**src/rtl/memap_cmd_seq_if.sv**
```systemverilog
// Command / response / downstream-access bundle for memap_cmd_seq.
// slave = sequencer side, master = command source plus downstream access port.
interface memap_cmd_seq_if;
  logic        cmd_valid;
  logic        cmd_ready;
  logic        cmd_op;
  logic [31:0] cmd_addr;
  logic [31:0] cmd_data;
  logic [7:0]  cmd_len;
  logic        rsp_valid;
  logic        rsp_ready;
  logic [31:0] rsp_data;
  logic        rsp_timeout;
  logic [31:0] ap_addr;
  logic [31:0] ap_data;
  logic        ap_start_read;
  logic        ap_start_write;
  logic        ap_busy;
  logic [31:0] ap_res;

  modport slave (
    input  cmd_valid, cmd_op, cmd_addr, cmd_data, cmd_len, rsp_ready, ap_busy, ap_res,
    output cmd_ready, rsp_valid, rsp_data, rsp_timeout, ap_addr, ap_data,
           ap_start_read, ap_start_write
  );

  modport master (
    output cmd_valid, cmd_op, cmd_addr, cmd_data, cmd_len, rsp_ready, ap_busy, ap_res,
    input  cmd_ready, rsp_valid, rsp_data, rsp_timeout, ap_addr, ap_data,
           ap_start_read, ap_start_write
  );
endinterface

```
**src/rtl/memap_cmd_seq.sv**
```systemverilog
// Command sequencer: one start pulse per beat, waits on ap_busy with a per-beat timeout, one response per beat.
// MEMAP_CMD_SEQ_AUTOINC_EN: commands run cmd_len+1 beats with ap_addr stepping by ADDR_STEP; otherwise one beat.
module memap_cmd_seq #(
  parameter int TIMEOUT_CYCLES = 1024,
  parameter int ADDR_STEP      = 4
) (
  input  logic           m00_axi_aclk,
  input  logic           m00_axi_aresetn,
  memap_cmd_seq_if.slave bus
);

  localparam int CW = $clog2(TIMEOUT_CYCLES + 1);

  typedef enum logic [1:0] {IDLE, ISSUE, WAIT, RESP} state_t;

  state_t        r_state;
  logic          r_cmd_en;
  logic          r_op;
  logic          r_rsp_valid;
  logic          r_rsp_timeout;
  logic          r_start_rd;
  logic          r_start_wr;
  logic [31:0]   r_rsp_data;
  logic [31:0]   r_ap_addr;
  logic [31:0]   r_ap_data;
  logic [CW-1:0] r_cnt;

  logic          w_cmd_ready;
  logic          w_accept;
  logic          w_last;
  logic          w_next_beat;
  logic [31:0]   w_addr_nxt;

  // cmd_ready is gated live by ap_busy so a still-busy downstream is never handed a new command.
  assign w_cmd_ready = r_cmd_en & ~bus.ap_busy;
  assign w_accept    = bus.cmd_valid & w_cmd_ready;
  assign w_next_beat = (r_state == RESP) & bus.rsp_ready & ~r_rsp_timeout & ~w_last;

`ifdef MEMAP_CMD_SEQ_AUTOINC_EN
  logic [7:0] r_beats;

  assign w_last     = (r_beats == 8'd0);
  assign w_addr_nxt = r_ap_addr + 32'(ADDR_STEP);

  always_ff @(posedge m00_axi_aclk or negedge m00_axi_aresetn) begin
    if (!m00_axi_aresetn) begin
      r_beats <= 8'd0;
    end else if (w_accept) begin
      r_beats <= bus.cmd_len;
    end else if (w_next_beat) begin
      r_beats <= r_beats - 8'd1;
    end
  end
`else
  logic [7:0]  w_unused_len;
  logic [31:0] w_unused_step;

  assign w_unused_len  = bus.cmd_len;
  assign w_unused_step = 32'(ADDR_STEP);
  assign w_last        = 1'b1;
  assign w_addr_nxt    = r_ap_addr;
`endif

  always_ff @(posedge m00_axi_aclk or negedge m00_axi_aresetn) begin
    if (!m00_axi_aresetn) begin
      r_state       <= IDLE;
      r_cmd_en      <= 1'b0;
      r_op          <= 1'b0;
      r_rsp_valid   <= 1'b0;
      r_rsp_timeout <= 1'b0;
      r_start_rd    <= 1'b0;
      r_start_wr    <= 1'b0;
      r_rsp_data    <= 32'd0;
      r_ap_addr     <= 32'd0;
      r_ap_data     <= 32'd0;
      r_cnt         <= '0;
    end else begin
      r_start_rd <= 1'b0;
      r_start_wr <= 1'b0;
      case (r_state)
        IDLE: begin
          r_cmd_en <= 1'b1;
          if (w_accept) begin
            r_cmd_en   <= 1'b0;
            r_op       <= bus.cmd_op;
            r_ap_addr  <= bus.cmd_addr;
            r_ap_data  <= bus.cmd_data;
            r_start_rd <= ~bus.cmd_op;
            r_start_wr <= bus.cmd_op;
            r_state    <= ISSUE;
          end
        end
        ISSUE: begin
          r_cnt   <= '0;
          r_state <= WAIT;
        end
        WAIT: begin
          if (!bus.ap_busy) begin
            r_rsp_data    <= r_op ? 32'd0 : bus.ap_res;
            r_rsp_timeout <= 1'b0;
            r_rsp_valid   <= 1'b1;
            r_state       <= RESP;
          end else if (r_cnt == CW'(TIMEOUT_CYCLES - 1)) begin
            r_rsp_data    <= 32'd0;
            r_rsp_timeout <= 1'b1;
            r_rsp_valid   <= 1'b1;
            r_state       <= RESP;
          end else begin
            r_cnt <= r_cnt + 1'b1;
          end
        end
        RESP: begin
          if (bus.rsp_ready) begin
            r_rsp_valid <= 1'b0;
            // A timed-out beat ends the whole command; remaining beats are dropped.
            if (w_next_beat) begin
              r_ap_addr  <= w_addr_nxt;
              r_start_rd <= ~r_op;
              r_start_wr <= r_op;
              r_state    <= ISSUE;
            end else begin
              r_cmd_en <= 1'b1;
              r_state  <= IDLE;
            end
          end
        end
        default: r_state <= IDLE;
      endcase
    end
  end

  assign bus.cmd_ready      = w_cmd_ready;
  assign bus.rsp_valid      = r_rsp_valid;
  assign bus.rsp_data       = r_rsp_data;
  assign bus.rsp_timeout    = r_rsp_timeout;
  assign bus.ap_addr        = r_ap_addr;
  assign bus.ap_data        = r_ap_data;
  assign bus.ap_start_read  = r_start_rd;
  assign bus.ap_start_write = r_start_wr;

endmodule

```
**src/flat_wrapper.sv**
```systemverilog
// flat-port wrapper written by rule: the top's interface ports become plain ports
module memap_cmd_seq_flat 
#(
  parameter int TIMEOUT_CYCLES = 1024,
  parameter int ADDR_STEP      = 4
)
  (m00_axi_aclk, m00_axi_aresetn, bus_cmd_valid, bus_cmd_op, bus_cmd_addr, bus_cmd_data, bus_cmd_len, bus_rsp_ready, bus_ap_busy, bus_ap_res, bus_cmd_ready, bus_rsp_valid, bus_rsp_data, bus_rsp_timeout, bus_ap_addr, bus_ap_data, bus_ap_start_read, bus_ap_start_write);
  memap_cmd_seq_if bus_i ();
  input  logic m00_axi_aclk;
  input  logic m00_axi_aresetn;
  input wire logic [$bits(bus_i.cmd_valid)-1:0] bus_cmd_valid;
  input wire logic [$bits(bus_i.cmd_op)-1:0] bus_cmd_op;
  input wire logic [$bits(bus_i.cmd_addr)-1:0] bus_cmd_addr;
  input wire logic [$bits(bus_i.cmd_data)-1:0] bus_cmd_data;
  input wire logic [$bits(bus_i.cmd_len)-1:0] bus_cmd_len;
  input wire logic [$bits(bus_i.rsp_ready)-1:0] bus_rsp_ready;
  input wire logic [$bits(bus_i.ap_busy)-1:0] bus_ap_busy;
  input wire logic [$bits(bus_i.ap_res)-1:0] bus_ap_res;
  output wire logic [$bits(bus_i.cmd_ready)-1:0] bus_cmd_ready;
  output wire logic [$bits(bus_i.rsp_valid)-1:0] bus_rsp_valid;
  output wire logic [$bits(bus_i.rsp_data)-1:0] bus_rsp_data;
  output wire logic [$bits(bus_i.rsp_timeout)-1:0] bus_rsp_timeout;
  output wire logic [$bits(bus_i.ap_addr)-1:0] bus_ap_addr;
  output wire logic [$bits(bus_i.ap_data)-1:0] bus_ap_data;
  output wire logic [$bits(bus_i.ap_start_read)-1:0] bus_ap_start_read;
  output wire logic [$bits(bus_i.ap_start_write)-1:0] bus_ap_start_write;
  assign bus_i.cmd_valid = bus_cmd_valid;
  assign bus_i.cmd_op = bus_cmd_op;
  assign bus_i.cmd_addr = bus_cmd_addr;
  assign bus_i.cmd_data = bus_cmd_data;
  assign bus_i.cmd_len = bus_cmd_len;
  assign bus_i.rsp_ready = bus_rsp_ready;
  assign bus_i.ap_busy = bus_ap_busy;
  assign bus_i.ap_res = bus_ap_res;
  assign bus_cmd_ready = bus_i.cmd_ready;
  assign bus_rsp_valid = bus_i.rsp_valid;
  assign bus_rsp_data = bus_i.rsp_data;
  assign bus_rsp_timeout = bus_i.rsp_timeout;
  assign bus_ap_addr = bus_i.ap_addr;
  assign bus_ap_data = bus_i.ap_data;
  assign bus_ap_start_read = bus_i.ap_start_read;
  assign bus_ap_start_write = bus_i.ap_start_write;
  memap_cmd_seq #(.TIMEOUT_CYCLES(TIMEOUT_CYCLES), .ADDR_STEP(ADDR_STEP)) u_core (.m00_axi_aclk(m00_axi_aclk), .m00_axi_aresetn(m00_axi_aresetn), .bus(bus_i));
endmodule
```
**config.mk**
```make
export PLATFORM = sky130hd
export DESIGN_NAME = memap_cmd_seq_flat
export DESIGN_NICKNAME = d
export VERILOG_FILES = /design/src/rtl/memap_cmd_seq_if.sv /design/src/rtl/memap_cmd_seq.sv /design/src/flat_wrapper.sv
export SDC_FILE = /design/constraint.sdc
export NUM_CORES = 1
export LEC_CHECK = 0
export CAP_MARGIN = 20
export CORE_ASPECT_RATIO = 2
export CORE_UTILIZATION = 30
export CTS_CLUSTER_DIAMETER = 200
export DETAILED_ROUTE_END_ITERATION = 10
export HOLD_SLACK_MARGIN = 0.12
export PLACE_DENSITY_LB_ADDON = 0.2
export SLEW_MARGIN = 10
export SYNTH_ARGS = -nofsm -noshare
export SYNTH_HDL_FRONTEND = slang
export SYNTH_SLANG_ARGS = --single-unit
```
**constraint.sdc**
```tcl
create_clock -name m00_axi_aclk -period 2.77 [get_ports m00_axi_aclk]
set_input_delay 0.4155 -clock m00_axi_aclk [delete_from_list [all_inputs] [get_ports m00_axi_aclk]]
set_output_delay 0.4155 -clock m00_axi_aclk [all_outputs]
set_load 0.05 [all_outputs]
```
Word-level counts from Yosys, hierarchy flattened
Cells that the tools add are included.

cells by class
  bitwise gates (word level) = 4
  add/sub/neg operators = 1
  multiplexer cells = 23
  eq/ne operators = 10
  reductions and logical operators = 10

operator list
  kind                                                   count
  two-way mux 32 bit                                     3
  two-way mux 11 bit                                     2
  one-hot mux 11 bit (2 select lines)                    1
  adder 11 x 1 -> 11 bit, second input constant          1
  == test 11 x 10 -> 1 bit, second input constant        1
  two-way mux 1 bit                                      10
  AND reduction 3 bit                                    3
  two-way mux 2 bit                                      4
  one-hot mux 2 bit (4 select lines)                     1
  inequality test 2 bit, second input constant           3
  AND reduction 2 bit                                    3
  nonzero test 2 bit                                     3
  == test 2 bit, second input constant                   2
  inequality test 2 x 1 -> 1 bit, second input constant  2
  one-hot mux 1 bit (2 select lines)                     2
  inequality test 3 x 2 -> 1 bit, second input constant  1
  AND 1 bit                                              2
  == test 2 x 1 -> 1 bit, second input constant          1
  zero test 2 bit                                        1
  NOT 1 bit                                              2

storage, ports and cells
  input port bits = 110
  bits in registers = 115

Depth between registers and ports, before layout
  word-level depth = 5
  mapped depth = 7
  mapped depth without buffers = 6

Worst setup path before layout
Ideal clock, no wire load.

  kind = register to register
  start point = register u_core.r_state[0]
  end point = register u_core.r_state[1]
  setup time = 125 ps
  stages on the path, launching flop included = 8
  buffers on the path = 1
  arrival = 1528 ps
  path slack = 1117 ps
  data required time = 2645 ps
  cell sequence = dfrtp_1 inv_1 ha_1 buf_2 nand2_1 a41oi_4 nor2_2 mux2_4

between the ends
  word-level cells in the longest chain between the ends = 3
  elaborated cells between the ends (all ways) = 9
  those cells by class = eq/ne (6); mux (1); reduce/logical (2)

ends and longest elaborated chain
  what                                                                     RTL line             text
  from (decl)                                                              memap_cmd_seq.sv:16  state_t r_state;
  from (signal assigned)                                                   memap_cmd_seq.sv:66  r_state <= IDLE;
  from (signal assigned)                                                   memap_cmd_seq.sv:90  r_state <= ISSUE;
  from (signal assigned)                                                   memap_cmd_seq.sv:95  r_state <= WAIT;
  == test 2 bit (tied with other cells)                                    memap_cmd_seq.sv:80  case (r_state)
  inequality test 3 x 2 -> 1 bit (no source line) (tied with other cells)  --
  AND reduction 3 bit (no source line)                                     --

Parallel ways exist; a longest one is shown, timed or not.
A chain may end at the register's enable or synchronous reset.

Worst setup path after layout
  start point = register u_core.r_ap_addr[5] (netlist: u_core.bus.ap_addr[5])
  end point = output port bus_ap_addr[5]

RTL lines
  what                    RTL line              text
  from (decl)             memap_cmd_seq.sv:24   logic [31:0] r_ap_addr;
  from (signal assigned)  memap_cmd_seq.sv:86   r_ap_addr <= bus.cmd_addr;
  from (signal assigned)  memap_cmd_seq.sv:117  r_ap_addr <= w_addr_nxt;
  to (decl)               flat_wrapper.sv:23    output wire logic [$bits(bus_i.ap_addr)-1:0] bus_ap_addr;

No word-level cell between the ends.

==> flow_summary_export.csv <==
group,metric,value,unit
detailed_routing,drt_pre_antenna_iters,4,
pwr,pwr-share-clk,22.4,%
yosys,syn-mean-instance-area,14.9,µm²
yosys,synth_seq_area_share,61.8,%
timing,tightest_slew,582,ps
setup_path,critical_path_class,"reg -> out",
finish,finish.cell_count_without_fillers,738,
detailed_routing,detail_route.wirelength,12800,µm
floorplanning,placement_rows,64,
setup_path,critPathBufInv,1,
yosys,netlist_top_cells_count,"115 x dfrtp_1, 37 x mux2_2, 32 x a22o_1",
pwr,power_switching_share,43.2,%
clock_tree,cts_max_path_buffers,2,
timing,fin_tns_setup,0,ps
detailed_routing,vias,3433,
global_routing,grt.met1_usage,17.0,%
detailed_routing,detail-route-antenna-nets,0,
floorplanning,dieWidth,90.1,µm
pwr,p_int,6.00,mW
setup_path,crit_path_end_kind,"primary output",
yosys,number_of_library_cell_types_mapped_by_synthesis,38,
setup_path,worstPathCellList,"clkdlybuf4s50_1",
timing,final-setup-viol-count,0,
detailed_routing,route.detailed.wl_per_inst,17.4,µm
global_routing,gr_met2_demand_resource,30.3,%
yosys,mappedNetlistArea,0.00466,mm²
yosys,synth_most_common_cell,"dfrtp_1",
global_routing,gr-usage-all-layers,16.5,%
clock_tree,h_tree_depth,4,
global_routing,globalRoute.totalOverflow,0,
timing,hold_violations,0,
global_routing,first_global_vias,3767,
setup_path,reg2reg_to,"u_core.r_state[1]",
job,max_cap_violations,0,
yosys,synth_ff_type,"dfrtp_1",
clock_tree,clock-root-buffer,"clkbuf_16",
floorplanning,die_h,178,µm
pwr,worst_ir_drop_vdd,0.675,mV
clock_tree,clock-sinks,115,
floorplanning,die_area,0.0161,mm²
outcome,outcome,"finished, final reports clean",
timing,min_period_over_period,72.8,%
pwr,switchingPower,4.57,mW
pwr,combPwrFrac,51.1,%
pwr,powerDensity,1400,mW/mm²
yosys,synth_area_leaders,"dfrtp_1 62%, mux2_2 8.9%, mux2_4 6.8%",
setup_path,crit-reg2reg-launch,"u_core.r_state[0]",
timing,max_clock_freq,496,MHz
finish,num_antenna_cells,0,
setup_path,worst_path_max_delay_cell,"clkdlybuf4s50_1",
pwr,part_of_the_total_power_dissipated_in_sequential_elements,26.5,%
setup_path,r2r.worst_path.cells,6,
finish,final_nets,642,
finish,multi_input_comb_area,0.00165,mm²
timing,max-slew-margin-rel,61.1,%
floorplanning,initial_utilization,30.6,%
setup_path,worstPathMaxFanout,2,
setup_path,worstPathRequired,2350,ps
yosys,netlist.top_cell.by_area,"dfrtp_1",
floorplanning,design.portCount,211,
detailed_routing,avgViaCountPerCell,4.65,
timing,slew_viol_final,0,
placement,half_perimeter_wire_length_after_placement,9420,µm
timing,worst_hold_slack,460,ps
global_routing,grt_util_met3,4.01,%
setup_path,cpPeakStageDelay,860,ps
yosys,synth.ff_latch_count,115,
yosys,synth.net_count,428,
clock_tree,tritoncts_clock_tree,"built",
clock_tree,cts_inserted_buffers,17,
global_routing,grt_first_pass_wirelength,20000,µm
clock_tree,clkLatencyLatePin,410,ps
detailed_routing,drt_first_iter_violations,79,
clock_tree,cts-resized-gates,0,
timing,finClkSkew,8.58,ps
yosys,synthDominantCellAreaShare,61.8,%
timing,timing.final.crit_period,2020,ps
global_routing,grt-busiest-layer,"met2",
finish,final_area,0.00757,mm²
setup_path,timing.reg2reg.setup_slack,840,ps
yosys,synth_warnings,0,
yosys,synthArstFlopShare,100,%
setup_path,arrival,1600,ps
yosys,post_synth_inst_count,313,
pwr,power.static_leakage,3.37,nW
placement,cell_area_after_placement,0.00692,mm²
timing,grt_setup_unrepaired,"false",
placement,place.gp.congestion,0.790,
yosys,synth_enable_flop_cells,0,
finish,drive_gt1_share,20.0,%
finish,n_fill_cell,1406,
finish,layout.area.seq,0.00288,mm²
setup_path,cp_top_family,"buffers and inverters",
clock_tree,clk_pin_slew_worst_paths,60,ps
placement,dpl.cell_count,705,
global_routing,antenna_found_initial,0,
global_routing,largest_net_degree_at_the_start_of_global_routing,63,
hold_path,min_path_type,"in -> async",
placement,portBuffers,202,
finish,layout-area-overhead-vs-synth,62.5,%
floorplanning,coreArea,0.0152,mm²
detailed_routing,number_of_drc_violations_after_detailed_routing,0,
setup_path,timing.critical_path.from_type,"register",
-- per-layer routing --
| metal | up-vias | part of all wire (%) |
|---|---|---|
| li1 | 1574 | - |
| met1 | 1700 | 35 |
| met2 | 130 | 56 |
| met3 | 29 | 4.9 |
| met4 | 0 | 3.6 |
| met5 | - | 0 |
-- through the flow --
step / setup slack [ps] / power [mW] / util [%]
2_1_floorplan: 1120 / 6.34 / -
3_3_place_gp: 669 / 8.19 / 45.5
3_5_place_dp: 637 / 8.26 / 45.5
4_1_cts: 717 / 10.7 / 49.8
5_1_grt: 694 / 11.0 / 49.8
6_report: 755 / 10.6 / 49.8
-- layout by cell type, fill, tap and decap left out, types with 6 or more instances in the layout --
cell type        synthesis  final
nand3_1                  7      7
buf_4                    1      8
clkbuf_16                0     17
o21ai_0                  6      6
mux2_2                  37     37
a22o_1                  32     32
clkdlybuf4s50_1          0    200
mux2_1                   7      7
dfrtp_1                115    115
nand2_1                 11     10
mux2_4                  21     21
-- sequential cells by signal, indices dropped and copies added, names as in the netlist --
signal and count:
u_core.r_state 2, u_core.bus.ap_addr 32, u_core.bus.ap_start_write 1, u_core.bus.rsp_data 32
u_core.r_cmd_en 1, u_core.r_op 1, u_core.bus.rsp_valid 1, u_core.r_cnt 11
u_core.bus.rsp_timeout 1, u_core.bus.ap_start_read 1, u_core.bus.ap_data 32
-- timing repair --
| item | CTS | global route |
|---|---|---|
| setup buffers | 0 | 0 |
| endpoints found under the hold margin | 22 | 0 |
| hold buffers | 1 | 0 |
-- layout make-up --
class	count	area share [%]
multi-input cells	175	21.8
repair buffers	212	28.2
clock inverters	14	2.64
clock buffers	18	5.80
flip-flops and latches	115	38.0
well taps	198	3.27
inverters	6	0.298
-- kinds of logic after synthesis --
| logic type | synth area share (%) |
|---|---|
| mux | 18.5 |
| buf+inv | 3.04 |
| compound gates | 9.70 |
| xor+xnor | 0.188 |
| flops | 61.8 |
| fa+ha+maj | 1.34 |
| simple gates | 5.45 |
-- power by group through the flow --
stage	logic [mW]	registers, mW	clock network, mW
global route	5.62	2.90	2.50
floorplan	1.19	5.15	0
detailed placement	5.43	2.83	0
finish	5.40	2.80	2.37
global placement	5.40	2.79	0
CTS	5.45	2.80	2.44
-- how the worst max path moves through the flow --
stage	startpoint	end	slack, ps	depth (start not counted)
detailed placement	bus_ap_busy	u_core.bus.ap_data[0]	640	5
global placement	bus_ap_busy	u_core.bus.ap_data[0]	670	5
finish	u_core.bus.ap_addr[5]	bus_ap_addr[5]	750	1
global route	u_core.bus.ap_data[14]	bus_ap_data[14]	690	1
floorplan	u_core.r_state[0]	u_core.r_state[1]	1120	7
CTS	u_core.bus.ap_addr[6]	bus_ap_addr[6]	720	1
Power figures use the tool's default switching activity.
